`src/rtl/sysid_probe_master.sv`:
```
// sysid_probe_master: Avalon-MM initiator that reads sysid word 0 (ID) and word 1 (timestamp),
// checks them against expected values and reports pass/mismatch/timeout status.
module sysid_probe_master #(
  parameter logic [31:0] EXPECTED_ID = 32'h0000_0000,
  parameter logic [31:0] EXPECTED_TS = 32'd1427328404,
  parameter int          TIMEOUT_W   = 8
) (
  input  logic        clock,
  input  logic        reset_n,
  input  logic        start,
  output logic        avm_address,
  output logic        avm_read,
  input  logic [31:0] avm_readdata,
  input  logic        avm_waitrequest,
  output logic        busy,
  output logic        done,
  output logic        pass,
  output logic        id_mismatch,
  output logic        ts_mismatch,
  output logic        timeout,
  output logic [31:0] id_value,
  output logic [31:0] ts_value
);
  localparam logic [1:0] IDLE = 2'd0, RD_ID = 2'd1, RD_TS = 2'd2;
  localparam logic [TIMEOUT_W-1:0] WAIT_LAST = {TIMEOUT_W{1'b1}} - 1'b1;
  logic [1:0]           state;
  logic [TIMEOUT_W-1:0] wait_cnt;
  logic                 expire;
  // the cycle that would make the count reach all-ones while still stalled
  assign expire = avm_waitrequest && wait_cnt == WAIT_LAST;
  always_ff @(posedge clock or negedge reset_n)
    if (!reset_n) begin
      state       <= IDLE;
      wait_cnt    <= '0;
      avm_address <= 1'b0;
      avm_read    <= 1'b0;
      busy        <= 1'b0;
      done        <= 1'b0;
      pass        <= 1'b0;
      id_mismatch <= 1'b0;
      ts_mismatch <= 1'b0;
      timeout     <= 1'b0;
      id_value    <= '0;
      ts_value    <= '0;
    end else begin
      done <= 1'b0;
      if (state == IDLE) begin
        if (start) begin
          state       <= RD_ID;
          wait_cnt    <= '0;
          avm_address <= 1'b0;
          avm_read    <= 1'b1;
          busy        <= 1'b1;
          pass        <= 1'b0;
          id_mismatch <= 1'b0;
          ts_mismatch <= 1'b0;
          timeout     <= 1'b0;
        end
      end else if (expire) begin
        state       <= IDLE;
        avm_address <= 1'b0;
        avm_read    <= 1'b0;
        busy        <= 1'b0;
        done        <= 1'b1;
        pass        <= 1'b0;
        timeout     <= 1'b1;
      end else if (avm_waitrequest) begin
        wait_cnt <= wait_cnt + 1'b1;
      end else if (state == RD_ID) begin
        state       <= RD_TS;
        wait_cnt    <= '0;
        avm_address <= 1'b1;
        id_value    <= avm_readdata;
        id_mismatch <= avm_readdata != EXPECTED_ID;
      end else begin
        state       <= IDLE;
        avm_address <= 1'b0;
        avm_read    <= 1'b0;
        busy        <= 1'b0;
        done        <= 1'b1;
        ts_value    <= avm_readdata;
        ts_mismatch <= avm_readdata != EXPECTED_TS;
        pass        <= !id_mismatch && avm_readdata == EXPECTED_TS;
      end
    end
endmodule

```
`config.mk`:
```
export PLATFORM = sky130hd
export DESIGN_NAME = sysid_probe_master
export DESIGN_NICKNAME = d
export VERILOG_FILES = /design/src/rtl/sysid_probe_master.sv
export SDC_FILE = /design/constraint.sdc
export NUM_CORES = 1
export LEC_CHECK = 0
export CORE_ASPECT_RATIO = 0.7
export CORE_MARGIN = 8
export CORE_UTILIZATION = 40
export CTS_BUF_LIST = sky130_fd_sc_hd__clkbuf_16
export CTS_CLUSTER_SIZE = 14
export DETAILED_ROUTE_END_ITERATION = 7
export PLACE_DENSITY_LB_ADDON = 0.08
export SLEW_MARGIN = 20
export SYNTH_ARGS = -nofsm -noshare
export SYNTH_HDL_FRONTEND = slang
export SYNTH_SLANG_ARGS = --single-unit
```
`constraint.sdc`:
```
create_clock -name clock -period 1.74 [get_ports clock]
set_input_delay 0.174 -clock clock [delete_from_list [all_inputs] [get_ports clock]]
set_output_delay 0.174 -clock clock [all_outputs]
set_load 0.02 [all_outputs]
```
# After elaboration in Yosys (flattened, before gate mapping)
# Index checks and enable logic that the tools add are counted.
[totals] reg_bits=81 wordCells=80
[classes] add_sub_neg=1 eq_ne=10 mux=38 n_bitwise=4 n_reduce_logical=16
[op_table] cell="2-to-1 mux 8 bit" count=5
[op_table] cell="== test 32 x 31 -> 1 bit, second input constant" count=1
[op_table] cell="!= test 32 x 31 -> 1 bit, second input constant" count=1
[op_table] cell="nonzero test 32 bit" count=1
[op_table] cell="2-to-1 mux 1 bit" count=28
[op_table] cell="AND reduction 4 bit" count=4
[op_table] cell="2-to-1 mux 2 bit" count=5
[op_table] cell="adder 8 x 1 -> 8 bit, second input constant" count=1
[op_table] cell="== test 8 bit, second input constant" count=1
[op_table] cell="AND reduction 3 bit" count=2
[op_table] cell="!= test 2 x 1 -> 1 bit, second input constant" count=2
[op_table] cell="!= test 2 bit, second input constant" count=2
[op_table] cell="NOT 1 bit" count=4
[op_table] cell="AND reduction 2 bit" count=2
[op_table] cell="nonzero test 2 bit" count=2
[op_table] cell="!= test 3 x 1 -> 1 bit, second input constant" count=1
[op_table] cell="!= test 3 bit, second input constant" count=1
[op_table] cell="nonzero test 3 bit" count=1
[op_table] cell="== test 2 x 1 -> 1 bit, second input constant" count=1
[op_table] cell="logical AND 1 bit" count=2
[op_table] cell="zero test 2 bit" count=1
[op_table] cell="zero test 1 bit" count=1

# Depth between registers and ports, before layout
[depth] depth_word=6 depth_mapped=6

# Worst setup path after synthesis
# OpenSTA, ideal clock, no wires.
[synth_timing] kind="register -> register" startpoint="register, netlist name avm_address" endpoint="register id_value[10]" setup_ns=0.125 arrival_time_ns=1.504 path_slack_ns=0.112 stages_incl_launch_ff=5 n_path_buf=2 period_less_slack_ns=1.628 path_cell_list="dfrtp_1 > buf_4 > nor3b_4 > buf_6 > mux2_2"
[synth_lines] item="end signal: assignment" line_no="73" rtl="id_value <= avm_readdata;"
[synth_lines] item="end: declaration" line_no="21" rtl="output logic [31:0] id_value,"

# Worst setup path in the final report
[layout_timing] startpoint="register avm_address" endpoint="output avm_address"
[layout_lines] item="start: declaration" line_no="11" rtl="output logic avm_address,"
[layout_lines] item="start signal: assignment" line_no="35" rtl="avm_address <= 1'b0;"
[layout_lines] item="start signal: assignment" line_no="51" rtl="avm_address <= 1'b0;"
[layout_lines] item="start signal: assignment" line_no="61" rtl="avm_address <= 1'b0;"
# No word-level cell between the ends.

==> metrics.csv <==
metric;value;unit
num rows;28;
Inserted Diodes;0;
vias in the first global route;2885;
Max FO, Critical Path;10;
critical path's top delay family;buffers and inverters;
worst IR drop on VDD;0.0008901;V
Worst Setup Path Type;reg -> out;
vias;2692;
Max stage delay cell, worst path;clkdlybuf4s50_1;
Switching Share;37.05;%
syn nets;347;
fin crit share;95.04;%
Max Fclk;604.7;MHz
crit end category;output port;
layout net count;475;
Clock Tree Buf Depth;2;
H-tree Lvls;3;
HPWL after DPL;6864;µm
die height;92.82;µm
root buffer cell;clkbuf_16;
drt first pass iters;4;
switching power;0.003423;W
Comb power frac;47.2;%
Final Setup Violations;0;
CP required;1.57;ns
Flop pwr share;34.7;%
Critical Path Max Stage Delay;0.65;ns
DIE WIDTH;125.7;µm
P per Cell Area;1861;mW/mm²
number of port buffers;107;
setup_tns;0;ns
Clock Skew;0.007080;ns
Syn Area/Cell;10.91;µm²
Detail Route Antenna Nets;0;
area leader, netlist;dfrtp_1;
Final Hold Vio Count;0;
worst-margin pin slew;0.4541;ns
largest net degree at the start of global routing;48;
Final Critical Period;1.654;ns
RSZ-0062 raised after global routing;no;
Iteration-0 DRC Markers;162;
grt ovf;0;
routability cong.;0.8405;
Max-slew headroom;69.73;%
first-pass GRT wire length;15570;µm
Cell Area, Synth;0.003372;mm²
share of cells above drive strength 1;18.78;%
final wirelength;9356;µm
clock-pin slew on the worst setup and hold paths;0.06;ns
Seq/Total Area, Yosys;59.37;%
Final Max Tran Viols;0;
run status;finished clean;
initial antenna violation count;0;
DIE AREA;0.01167;mm²
Ports;108;
worst skew pair latency;0.33;ns
# fillers;744;
Warnings, synthesis;0;
Setup crit start kind;register;
Clock power frac;18.1;%
Place WS;-0.08685;ns
P_int;0.005815;W
clk sink count;80;
critical-path cell list;clkdlybuf4s50_1;
post-synthesis register bit count;80;
Layout area overhead;47.24;%
Leakage Power;2.212;nW
Tightest Hold Check Type;in -> async;
Synth Instances;309;
CORE AREA;0.008303;mm²
Total GRT Usage;17.03;%
worst setup margin;0.08633;ns
routed length per instance;17.10;µm
CTS tree;done;
residual DRC count;0;
drt via density;4.921;
Num CTS Buffers;9;
initial core utilization;40.61;%
max_cap viols;0;
WP data arrival;1.48;ns
Synth cell types;40;
share of Yosys cell area claimed by the top area cell type;59.37;%
worst path bufs/invs;1;
ranking of synthesized cells by area;dfrtp_1, nand2_1, mux2_2;
cells in the mapped netlist, drive strengths merged:
cell type	number
nor4b	1
o22ai	2
inv	4
a41oi	1
clkbuf	6
a31o	1
or2	1
buf	8
xnor2	1
a31oi	6
ha	2
dfrtp	80
nand3	5
nor3b	1
o21a	1
nand4	4
nor2b	2
nand2	109
a21boi	1
or4	1
and4	1
a221oi	1
a21oi	6
nor2	8
mux2	33
o21ai	7
and2	2
and3	2
nor4	8
nor3	2
nand2b	1
a311o	1
metal layers:
layer | vias to the layer above | track usage, % | wire length (µm)
met2 | 81 | 24.88 | 3997
met1 | 1299 | 22.05 | 4453
met5 | - | 0 | 0
li1 | 1302 | - | -
met4 | 0 | 4.786 | 104
met3 | 10 | 8.204 | 801
layout by cell type (no fill, tap or decap), types with 2 or more instances in the layout:
master / synthesis / layout
nand2_1: 109 / 109
clkdlybuf4s50_1: 0 / 106
dfrtp_1: 80 / 79
mux2_2: 32 / 32
buf_4: 3 / 21
clkbuf_16: 0 / 9
nor2_1: 8 / 8
nor4_1: 8 / 8
a21oi_1: 6 / 6
a31oi_1: 6 / 6
nand3_1: 5 / 5
o21ai_0: 5 / 5
inv_1: 4 / 4
nand4_1: 3 / 3
clkinv_2: 0 / 3
buf_12: 0 / 3
nor3_1: 2 / 2
o22ai_1: 2 / 2
ha_1: 2 / 2
clkinv_1: 0 / 2
what timing repair did:
action	in CTS	in global routing
endpoints found under the hold margin	33	0
pin swaps	0	1
resized for setup	1	0
setup endpoints to repair	1	2
hold buffers	1	0
buffers inserted	0	1
power groups by stage:
stage	Clock, W	Combinational, W	Sequential (W)
4_1_cts	0.00173	0.00442	0.00321
6_report	0.00167	0.00436	0.00321
2_1_floorplan	0	0.00132	0.00408
3_5_place_dp	0	0.00440	0.00323
3_3_place_gp	0	0.00435	0.00320
5_1_grt	0.00180	0.00470	0.00333
cells by family (layout without fill, tap and decap cells):
kind of cell / count (synthesis) / after routing / synth area share (%)
AND/OR/NAND/NOR: 148 / 148 / 19.67
multiplexers: 33 / 33 / 11.02
AO/OA/AOI/OAI: 27 / 27 / 5.677
adder cells (fa/ha/maj): 2 / 2 / 0.7420
XOR/XNOR: 1 / 1 / 0.2598
buffers and inverters: 18 / 151 / 3.265
flip-flops: 80 / 80 / 59.37
flip-flops by register name (all words and copies together) (netlist names):
name / flops
pass: 1
avm_address: 1
timeout: 1
wait_cnt: 8
done: 1
ts_value: 32
busy: 1
ts_mismatch: 1
state: 1
id_value: 32
id_mismatch: 1
worst paths after layout:
| check | slack [ns] | endpoint | cells after the start | startpoint |
|---|---|---|---|---|
| worst max-delay path | 0.09 | avm_address | 1 | avm_address |
| worst min-delay path | 0.33 | ts_value[27] | 2 | reset_n |
| worst max register to register | 0.11 | pass | 6 | wait_cnt[0] |
| worst min register to register | 0.47 | ts_value[16] | 2 | ts_value[16] |
| max in group asynchronous | 0.80 | wait_cnt[5] | 3 | reset_n |
| min in group clock | 0.43 | ts_value[18] | 3 | avm_readdata[18] |
cell type report:
type	count	area, µm²	area share (%)
Timing Repair Buffer	131	1289	25.96
Multi-Input combinational cell	211	1262	25.43
Inverter	4	15.01	0.3024
Tap cell	105	131.4	2.646
Clock buffer	9	225.2	4.536
Sequential cell	80	2003	40.35
Clock inverter	7	38.79	0.7813
stage by stage:
stage | power (W) | std cells | hold WS, ns | utilization (%) | area, µm²
floorplan | 0.005401 | 309 | -0.1216 | - | 3372
finish | 0.009238 | 547 | 0.3302 | 59.80 | 4965
global placement | 0.007544 | 529 | 0.1537 | 56.39 | 4682
detailed placement | 0.007623 | 529 | 0.1572 | 56.39 | 4682
CTS | 0.009357 | 546 | 0.3425 | 59.70 | 4957
global route | 0.009833 | 547 | 0.3773 | 59.80 | 4965
Power figures use the tool's default switching activity.
